$ cat config.mk
export PLATFORM = sky130hd
export DESIGN_NAME = uc_multicycle
export DESIGN_NICKNAME = d
export VERILOG_FILES = /design/src/rtl/uc_multicycle.sv
export SDC_FILE = /design/constraint.sdc
export NUM_CORES = 1
export LEC_CHECK = 0
export ABC_AREA = 1
export BUFFER_PORTS_ARGS = -buffer_cell sky130_fd_sc_hd__buf_2
export CAP_MARGIN = 10
export CORE_UTILIZATION = 50
export DETAILED_ROUTE_END_ITERATION = 10
export GPL_TIMING_DRIVEN = 0
export PLACE_DENSITY = 0.75
export SYNTH_ARGS = -nofsm -noshare
export SYNTH_HDL_FRONTEND = slang
export SYNTH_SLANG_ARGS = --single-unit
$ cat constraint.sdc
create_clock -name i_clk -period 5.3 [get_ports i_clk]
set_input_delay 0.795 -clock i_clk [delete_from_list [all_inputs] [get_ports i_clk]]
set_output_delay 0.795 -clock i_clk [all_outputs]
set_load 0.03 [all_outputs]
$ cat src/rtl/uc_multicycle.sv
// Multicycle control unit: sequences fetch/decode/exec/mem/wb for an RV32I-style
// datapath, with sticky traps for illegal opcodes and memory timeouts.
module uc_multicycle #(
  parameter int unsigned TO_W    = 4,
  parameter int unsigned CNT_W   = 32,
  parameter bit          JALR_EN = 1'b1
) (
  input  logic             i_clk,
  input  logic             i_rst,
  input  logic [6:0]       i_opcode,
  input  logic             i_br_taken,
  input  logic             i_mem_ready,
  output logic             o_mem_req,
  output logic             o_mem_we,
  output logic             o_ir_write,
  output logic             o_pc_write,
  output logic [1:0]       o_pc_src,
  output logic             o_reg_write,
  output logic [1:0]       o_wb_sel,
  output logic             o_alu_src_a,
  output logic             o_alu_src_b,
  output logic [2:0]       o_imm_sel,
  output logic             o_illegal,
  output logic             o_bus_err,
  output logic [CNT_W-1:0] o_instret,
  output logic [2:0]       o_state
);

  localparam logic [6:0] OP_IMM    = 7'b0010011;
  localparam logic [6:0] OP_LOAD   = 7'b0000011;
  localparam logic [6:0] OP_REG    = 7'b0110011;
  localparam logic [6:0] OP_STORE  = 7'b0100011;
  localparam logic [6:0] OP_LUI    = 7'b0110111;
  localparam logic [6:0] OP_AUIPC  = 7'b0010111;
  localparam logic [6:0] OP_JAL    = 7'b1101111;
  localparam logic [6:0] OP_BRANCH = 7'b1100011;
  localparam logic [6:0] OP_JALR   = 7'b1100111;

  // Last count value before the wait limit of 2^TO_W-1 cycles is reached.
  localparam logic [TO_W-1:0] TO_LAST = TO_W'((2 ** TO_W) - 2);

  typedef enum logic [2:0] {
    S_FETCH  = 3'b000,
    S_DECODE = 3'b001,
    S_EXEC   = 3'b010,
    S_MEM    = 3'b011,
    S_WB     = 3'b100,
    S_TRAP   = 3'b101
  } state_t;

  state_t           r_state;
  state_t           w_next;
  logic [6:0]       r_opcode_q;
  logic [TO_W-1:0]  r_to;
  logic             r_illegal;
  logic             r_bus_err;
  logic [CNT_W-1:0] r_instret;

  logic w_legal;
  logic w_wait;
  logic w_to_hit;
  logic w_set_ill;
  logic w_set_berr;
  logic w_is_load;
  logic w_is_store;
  logic w_is_lui;
  logic w_is_branch;
  logic w_is_jal;
  logic w_is_jalr;

  assign w_is_load   = (r_opcode_q == OP_LOAD);
  assign w_is_store  = (r_opcode_q == OP_STORE);
  assign w_is_lui    = (r_opcode_q == OP_LUI);
  assign w_is_branch = (r_opcode_q == OP_BRANCH);
  assign w_is_jal    = (r_opcode_q == OP_JAL);
  assign w_is_jalr   = (r_opcode_q == OP_JALR);
  assign w_to_hit    = (r_to == TO_LAST);

  assign o_state   = r_state;
  assign o_illegal = r_illegal;
  assign o_bus_err = r_bus_err;
  assign o_instret = r_instret;

  // Legality check on the live opcode, used only in DECODE.
  always_comb begin
    w_legal = 1'b0;
    case (i_opcode)
      OP_IMM, OP_LOAD, OP_REG, OP_STORE,
      OP_LUI, OP_AUIPC, OP_JAL, OP_BRANCH: w_legal = 1'b1;
      OP_JALR:                             w_legal = JALR_EN;
      default:                             w_legal = 1'b0;
    endcase
  end

  // Next state and control outputs.
  always_comb begin
    w_next      = r_state;
    w_wait      = 1'b0;
    w_set_ill   = 1'b0;
    w_set_berr  = 1'b0;
    o_mem_req   = 1'b0;
    o_mem_we    = 1'b0;
    o_ir_write  = 1'b0;
    o_pc_write  = 1'b0;
    o_pc_src    = 2'b00;
    o_reg_write = 1'b0;
    o_wb_sel    = 2'b00;
    o_alu_src_a = 1'b0;
    o_alu_src_b = 1'b0;
    o_imm_sel   = 3'b000;

    case (r_state)
      S_FETCH: begin
        o_mem_req = 1'b1;
        if (i_mem_ready) begin
          o_ir_write = 1'b1;
          w_next     = S_DECODE;
        end else begin
          w_wait = 1'b1;
          if (w_to_hit) begin
            w_next     = S_TRAP;
            w_set_berr = 1'b1;
          end
        end
      end
      S_DECODE: begin
        if (w_legal) begin
          w_next = S_EXEC;
        end else begin
          w_next    = S_TRAP;
          w_set_ill = 1'b1;
        end
      end
      S_EXEC: begin
        if (w_is_branch) begin
          o_pc_write = 1'b1;
          o_pc_src   = i_br_taken ? 2'b01 : 2'b00;
          w_next     = S_FETCH;
        end else if (w_is_jal || w_is_jalr) begin
          o_reg_write = 1'b1;
          o_wb_sel    = 2'b10;
          o_pc_write  = 1'b1;
          o_pc_src    = w_is_jalr ? 2'b10 : 2'b01;
          w_next      = S_FETCH;
        end else if (w_is_load || w_is_store) begin
          w_next = S_MEM;
        end else begin
          w_next = S_WB;
        end
      end
      S_MEM: begin
        o_mem_req = 1'b1;
        o_mem_we  = w_is_store;
        if (i_mem_ready) begin
          if (w_is_store) begin
            o_pc_write = 1'b1;
            w_next     = S_FETCH;
          end else begin
            w_next = S_WB;
          end
        end else begin
          w_wait = 1'b1;
          if (w_to_hit) begin
            w_next     = S_TRAP;
            w_set_berr = 1'b1;
          end
        end
      end
      S_WB: begin
        o_reg_write = 1'b1;
        o_wb_sel    = w_is_load ? 2'b01 : (w_is_lui ? 2'b11 : 2'b00);
        o_pc_write  = 1'b1;
        w_next      = S_FETCH;
      end
      S_TRAP: begin
        w_next = S_TRAP;
      end
      default: begin
        w_next = S_TRAP;
      end
    endcase

    // Operand/immediate selects follow the latched opcode once past DECODE.
    if (r_state == S_EXEC || r_state == S_MEM || r_state == S_WB) begin
      case (r_opcode_q)
        OP_IMM, OP_LOAD, OP_JALR: o_alu_src_b = 1'b1;
        OP_STORE: begin
          o_imm_sel   = 3'b001;
          o_alu_src_b = 1'b1;
        end
        OP_LUI: begin
          o_imm_sel   = 3'b011;
          o_alu_src_b = 1'b1;
        end
        OP_AUIPC: begin
          o_imm_sel   = 3'b011;
          o_alu_src_a = 1'b1;
          o_alu_src_b = 1'b1;
        end
        OP_BRANCH: o_imm_sel = 3'b010;
        OP_JAL:    o_imm_sel = 3'b100;
        default:   o_imm_sel = 3'b000;
      endcase
    end

    // Reset silences every control output immediately.
    if (i_rst) begin
      o_mem_req   = 1'b0;
      o_mem_we    = 1'b0;
      o_ir_write  = 1'b0;
      o_pc_write  = 1'b0;
      o_pc_src    = 2'b00;
      o_reg_write = 1'b0;
      o_wb_sel    = 2'b00;
      o_alu_src_a = 1'b0;
      o_alu_src_b = 1'b0;
      o_imm_sel   = 3'b000;
    end
  end

  always_ff @(posedge i_clk or posedge i_rst) begin
    if (i_rst) begin
      r_state    <= S_FETCH;
      r_opcode_q <= '0;
      r_to       <= '0;
      r_illegal  <= 1'b0;
      r_bus_err  <= 1'b0;
      r_instret  <= '0;
    end else begin
      r_state <= w_next;
      if (r_state == S_DECODE) r_opcode_q <= i_opcode;
      // Counter restarts on every state change, so it is zero on entry to FETCH/MEM.
      if (w_next != r_state) r_to <= '0;
      else if (w_wait)       r_to <= r_to + TO_W'(1);
      if (w_set_ill)  r_illegal <= 1'b1;
      if (w_set_berr) r_bus_err <= 1'b1;
      if (o_pc_write) r_instret <= r_instret + CNT_W'(1);
    end
  end

endmodule

### After elaboration in Yosys (flattened, before gate mapping)

Index checks and enable logic that the tools add are counted.

| word-level totals | value |
|---|---|
| bits in registers | 48 |
| input port bits | 11 |
| output and inout bits | 51 |
| word-level logic and storage cells | 97 |

| operators by class | value |
|---|---|
| add/subtract/negate cells | 2 |
| eq/ne operators | 23 |
| muxes and demuxes | 56 |
| reductions and logical operators | 10 |

Operators by type and width:

| cell | count |
|---|---|
| $eq A7 B7 Y1 const B | 6 |
| $eq A7 B6 Y1 const B | 5 |
| $add A32 B1 Y32 const B | 1 |
| $mux W3 | 10 |
| $mux W1 | 29 |
| $eq A7 B5 Y1 const B | 4 |
| $mux W2 | 10 |
| $pmux W3 S5 | 1 |
| $eq A7 B2 Y1 const B | 2 |
| $pmux W3 S4 | 1 |
| $reduce_or A9 Y1 | 1 |
| $mux W4 | 2 |
| $eq A3 B2 Y1 const B | 2 |
| $reduce_or A6 Y1 | 1 |
| $add A4 B1 Y4 const B | 1 |
| $eq A4 B4 Y1 const B | 1 |
| $logic_or A1 B1 Y1 | 4 |
| $pmux W2 S2 | 1 |
| $reduce_or A2 Y1 | 2 |
| $eq A3 B1 Y1 const B | 1 |
| $eq A3 B3 Y1 const B | 1 |
| $logic_not A3 Y1 | 1 |
| $ne A3 B3 Y1 | 1 |
| $pmux W1 S3 | 1 |
| 2 further kinds | 2 |

### Depth between registers and ports, before layout

| depth | value |
|---|---|
| word-level depth | 8 |
| mapped depth | 11 |
| mapped depth without buffers | 10 |

### Least setup slack after synthesis

No wires, ideal clock.

| timing | value |
|---|---|
| kind | input to output |
| start | input i_rst |
| end | output o_alu_src_a |
| data arrival time | 2973 ps |
| data required time | 4505 ps |
| path slack | 1532 ps |
| stages on the path | 3 |
| path buffers | 0 |
| cell sequence | inv_1 nand3_1 nor3_1 |

| between the ends | value |
|---|---|
| cells in the longest elaborated chain, start to end | 1 |

Ends and longest elaborated chain:

| what | line | source |
|---|---|---|
| from (decl) | 9 | `input logic i_rst,` |
| $mux W1 | 207 | `if (i_rst) begin` |
| to (decl) | 20 | `output logic o_alu_src_a,` |

Every way passes these cells.

### Worst setup path in the final report

| timing | value |
|---|---|
| start | input i_rst |
| end | output o_pc_write |

| between the ends | value |
|---|---|
| cells in the longest elaborated chain, start to end | 1 |

Ends and longest elaborated chain:

| what | line | source |
|---|---|---|
| $mux W1 | 207 |  |
| to (decl) | 16 | `output logic o_pc_write,` |

Every way passes these cells.

==> results.toml <==
[grt]
grt_first_pass_wirelength_mm = 12.6
grt_util_all_layers_pct = 24.7
grt_max_degree = 43
gr-total-overflow = 0
grt_pass1_vias = 2688
antenna_found_initial = 0

[clock_network]
postCtsSetupRepairBufs = 0
cts_buffers = 5
htreeDepth = 2
cts_root_buf = "clkbuf_8"
cts.sinks = 48
hold_buffers = 0
cts_tree = "yes"
insertion_delay_ps = 300
post_cts_resized = 0
path_clk_slew_ps = 80
clockBufferDepth = 2

[floorplanning]
coreArea_um2 = 6060
fp.dieH_um = 82.2
start_util_pct = 53.1
dieArea_um2 = 6760
die_x_um = 82.2
rows = 28
io_pins = 62

[critical_path]
cp_top_family = "buffers and inverters"
critical-path-max-stage-delay_ps = 280
crit_arrival_ps = 2070
timing.rr.end = "o_instret[30]$_DFFE_PP0P_"
crit_required_ps = 4510
critPathBufInv = 6
ff2ff_setup_slack_ps = 3570
critPathLaunchType = "input pin"
cp_cell_sequence = "buf_2 -> inv_2 -> buf_12 -> nand2_4 -> inv_4 -> buf_4 -> buf_2"
critPathKind = "in2out"
cp.depth = 7
crit_fanout = 42
endpoint = "o_pc_write"
reg2regPathDepth = 9
timing.rr.start = "o_instret[0]$_DFFE_PP0P_"
cp_slowest_cell = "buf_12"
cp-end-kind = "output pin"
worst_path_most_repeated_cell = "buf_2"
startpoint = "i_rst"

[finish]
antenna_cells = 0
drive_above_1_share_pct = 23.1
syn2layout_area_growth_pct = 15.9
finalNetCount = 515
design_area_um2 = 3730

[place]
place_area_um2 = 3640
io_buffers = 61
place_congestion = 0.961
dp_hpwl_mm = 5.92

[synthesis]
seq_area_frac_synth_pct = 37.3
syn_nets = 446
synthCells = 432
syn_area_um2 = 3220
ys_types = 30
ys_warn_count = 0
synth.avg_cell_area_um2 = 7.45
yosys_register_bits = 48

[sta]
tns_ps = 0
maxSlewViolCount = 0
setup_viol = 0
clock.fmax_mhz = 349
tightestPinTransition_ps = 425
maxSlewHeadroom_pct = 71.4
rsz0062_at_grt = "false"
fin_crit_ps = 2870
timing.hold.ws_ps = 466
post-route-period-util_pct = 54.1
fin_skew_ps = 10.5
finalHoldViolCount = 0

[route]
wirelength_mm = 7.61
viasPerCell = 5.23
num_vias = 3020
avgRoutedWirePerCell_um = 13.2
drc = 0
drt_first_pass_iters = 5
first_iter_violations = 277
antenna_left = 0

[outcome]
status = "finished, final reports clean"

[power_and_ir_drop]
total_power_uw = 685
p_leak_nw = 1.75
ir_drop_mv = 0.138
powerDensity_nw_per_um2 = 183

[job]
max_cap_violations = 0

[worst_hold_path]
hold_path.class = "in2async"
==> sequential cells by signal (all words and copies together), names as in the netlist <==
| signal | count |
|---|---|
| o_instret | 32 |
| r_opcode_q | 7 |
| r_to | 4 |
| o_state | 3 |
| o_bus_err | 1 |
| o_illegal | 1 |
==> layout make-up <==
type | count | area [um2]
Fill cell | 550 | 2330
Multi-Input combinational cell | 324 | 1760
Sequential cell | 48 | 1200
Timing Repair Buffer | 62 | 325
Inverter | 54 | 205
Tap cell | 75 | 93.8
Clock buffer | 6 | 82.6
Buffer | 6 | 48.8
Clock inverter | 2 | 10.0
==> cells in the mapped netlist <==
cell type  count  share of area, %
nand3_2        5               1.6
inv_2          4              0.47
nand2_1      116                14
buf_4          2              0.47
ha_1           3               1.2
nor2_1        44               5.1
nand3_1       28               4.4
nor2_2         5              0.97
clkbuf_1       1              0.12
o21ai_1        2              0.31
a21oi_1        7               1.1
a41oi_1        1              0.27
buf_2          2              0.31
dfrtp_1       48                37
o21ai_0       22               3.4
nor3_1        26               4.0
inv_4          1              0.19
nor2_4        10               3.5
buf_12         1              0.62
nand2_2        4              0.78
nor4_1         1              0.19
xor2_1        24               6.5
xor2_2         7               3.5
o21bai_1       2              0.47
xnor2_1        3              0.82
o21ai_2        2              0.54
nand2_4        1              0.35
nor3_2         1              0.31
inv_1         49               5.7
nand4_1       10               1.9
==> power by group <==
part	internal [mW]	leakage, nW	switching [mW]	total [mW]
Clock	0.104	0.0510	0.123	0.228
Combinational	0.0207	1.14	0.0480	0.0687
Sequential	0.376	0.560	0.0128	0.388
Total	0.501	1.75	0.184	0.685
==> per-layer routing <==
metal / share of wire (%) / global-route usage (%) / vias to the layer above
li1: - / - / 1508
met1: 50 / 36.7 / 1393
met2: 42 / 36.1 / 103
met3: 5.7 / 4.51 / 16
met4: 2.1 / 7.19 / 0
met5: 0 / 0 / -
==> cells by family after synthesis <==
| group | synth area share, % |
|---|---|
| simple gates | 36.6 |
| buf+inv | 7.89 |
| flops | 37.3 |
| compound gates | 6.10 |
| xor+xnor | 10.9 |
| fa+ha+maj | 1.17 |
==> cells in the final DEF, fill, tap and decap left out, drive strengths merged <==
cell / synthesis / final
a21oi: 7 / 7
a41oi: 1 / 1
buf: 5 / 67
clkbuf: 1 / 7
clkinv: 0 / 2
dfrtp: 48 / 48
ha: 3 / 3
inv: 54 / 54
nand2: 121 / 121
nand3: 33 / 33
nand4: 10 / 10
nor2: 59 / 59
nor3: 27 / 27
nor4: 1 / 1
o21ai: 26 / 26
o21bai: 2 / 2
xnor2: 3 / 3
xor2: 31 / 31
==> through the flow <==
stage / util (%) / worst slack, ps / cells
final: 61.6 / 2430 / 577
after global routing: 61.6 / 2310 / 577
after CTS: 61.6 / 2410 / 577
after detailed placement: 60.0 / 2410 / 569
after global placement: 59.7 / 1030 / 568
after floorplan: - / 1530 / 432
==> worst min-delay path by stage <==
| stage | cells past startpoint | start | to |
|---|---|---|---|
| CTS | 2 | i_rst | r_opcode_q[3]$_DFFE_PP0P_ |
| finish | 2 | i_rst | r_opcode_q[6]$_DFFE_PP0P_ |
| detailed placement | 2 | o_illegal$_DFFE_PP0P_ | o_illegal$_DFFE_PP0P_ |
| floorplan | 2 | r_opcode_q[0]$_DFFE_PP0P_ | r_opcode_q[0]$_DFFE_PP0P_ |
| global placement | 2 | o_illegal$_DFFE_PP0P_ | o_illegal$_DFFE_PP0P_ |
| global route | 2 | i_rst | r_opcode_q[5]$_DFFE_PP0P_ |
(Power assumes the default switching activity.)
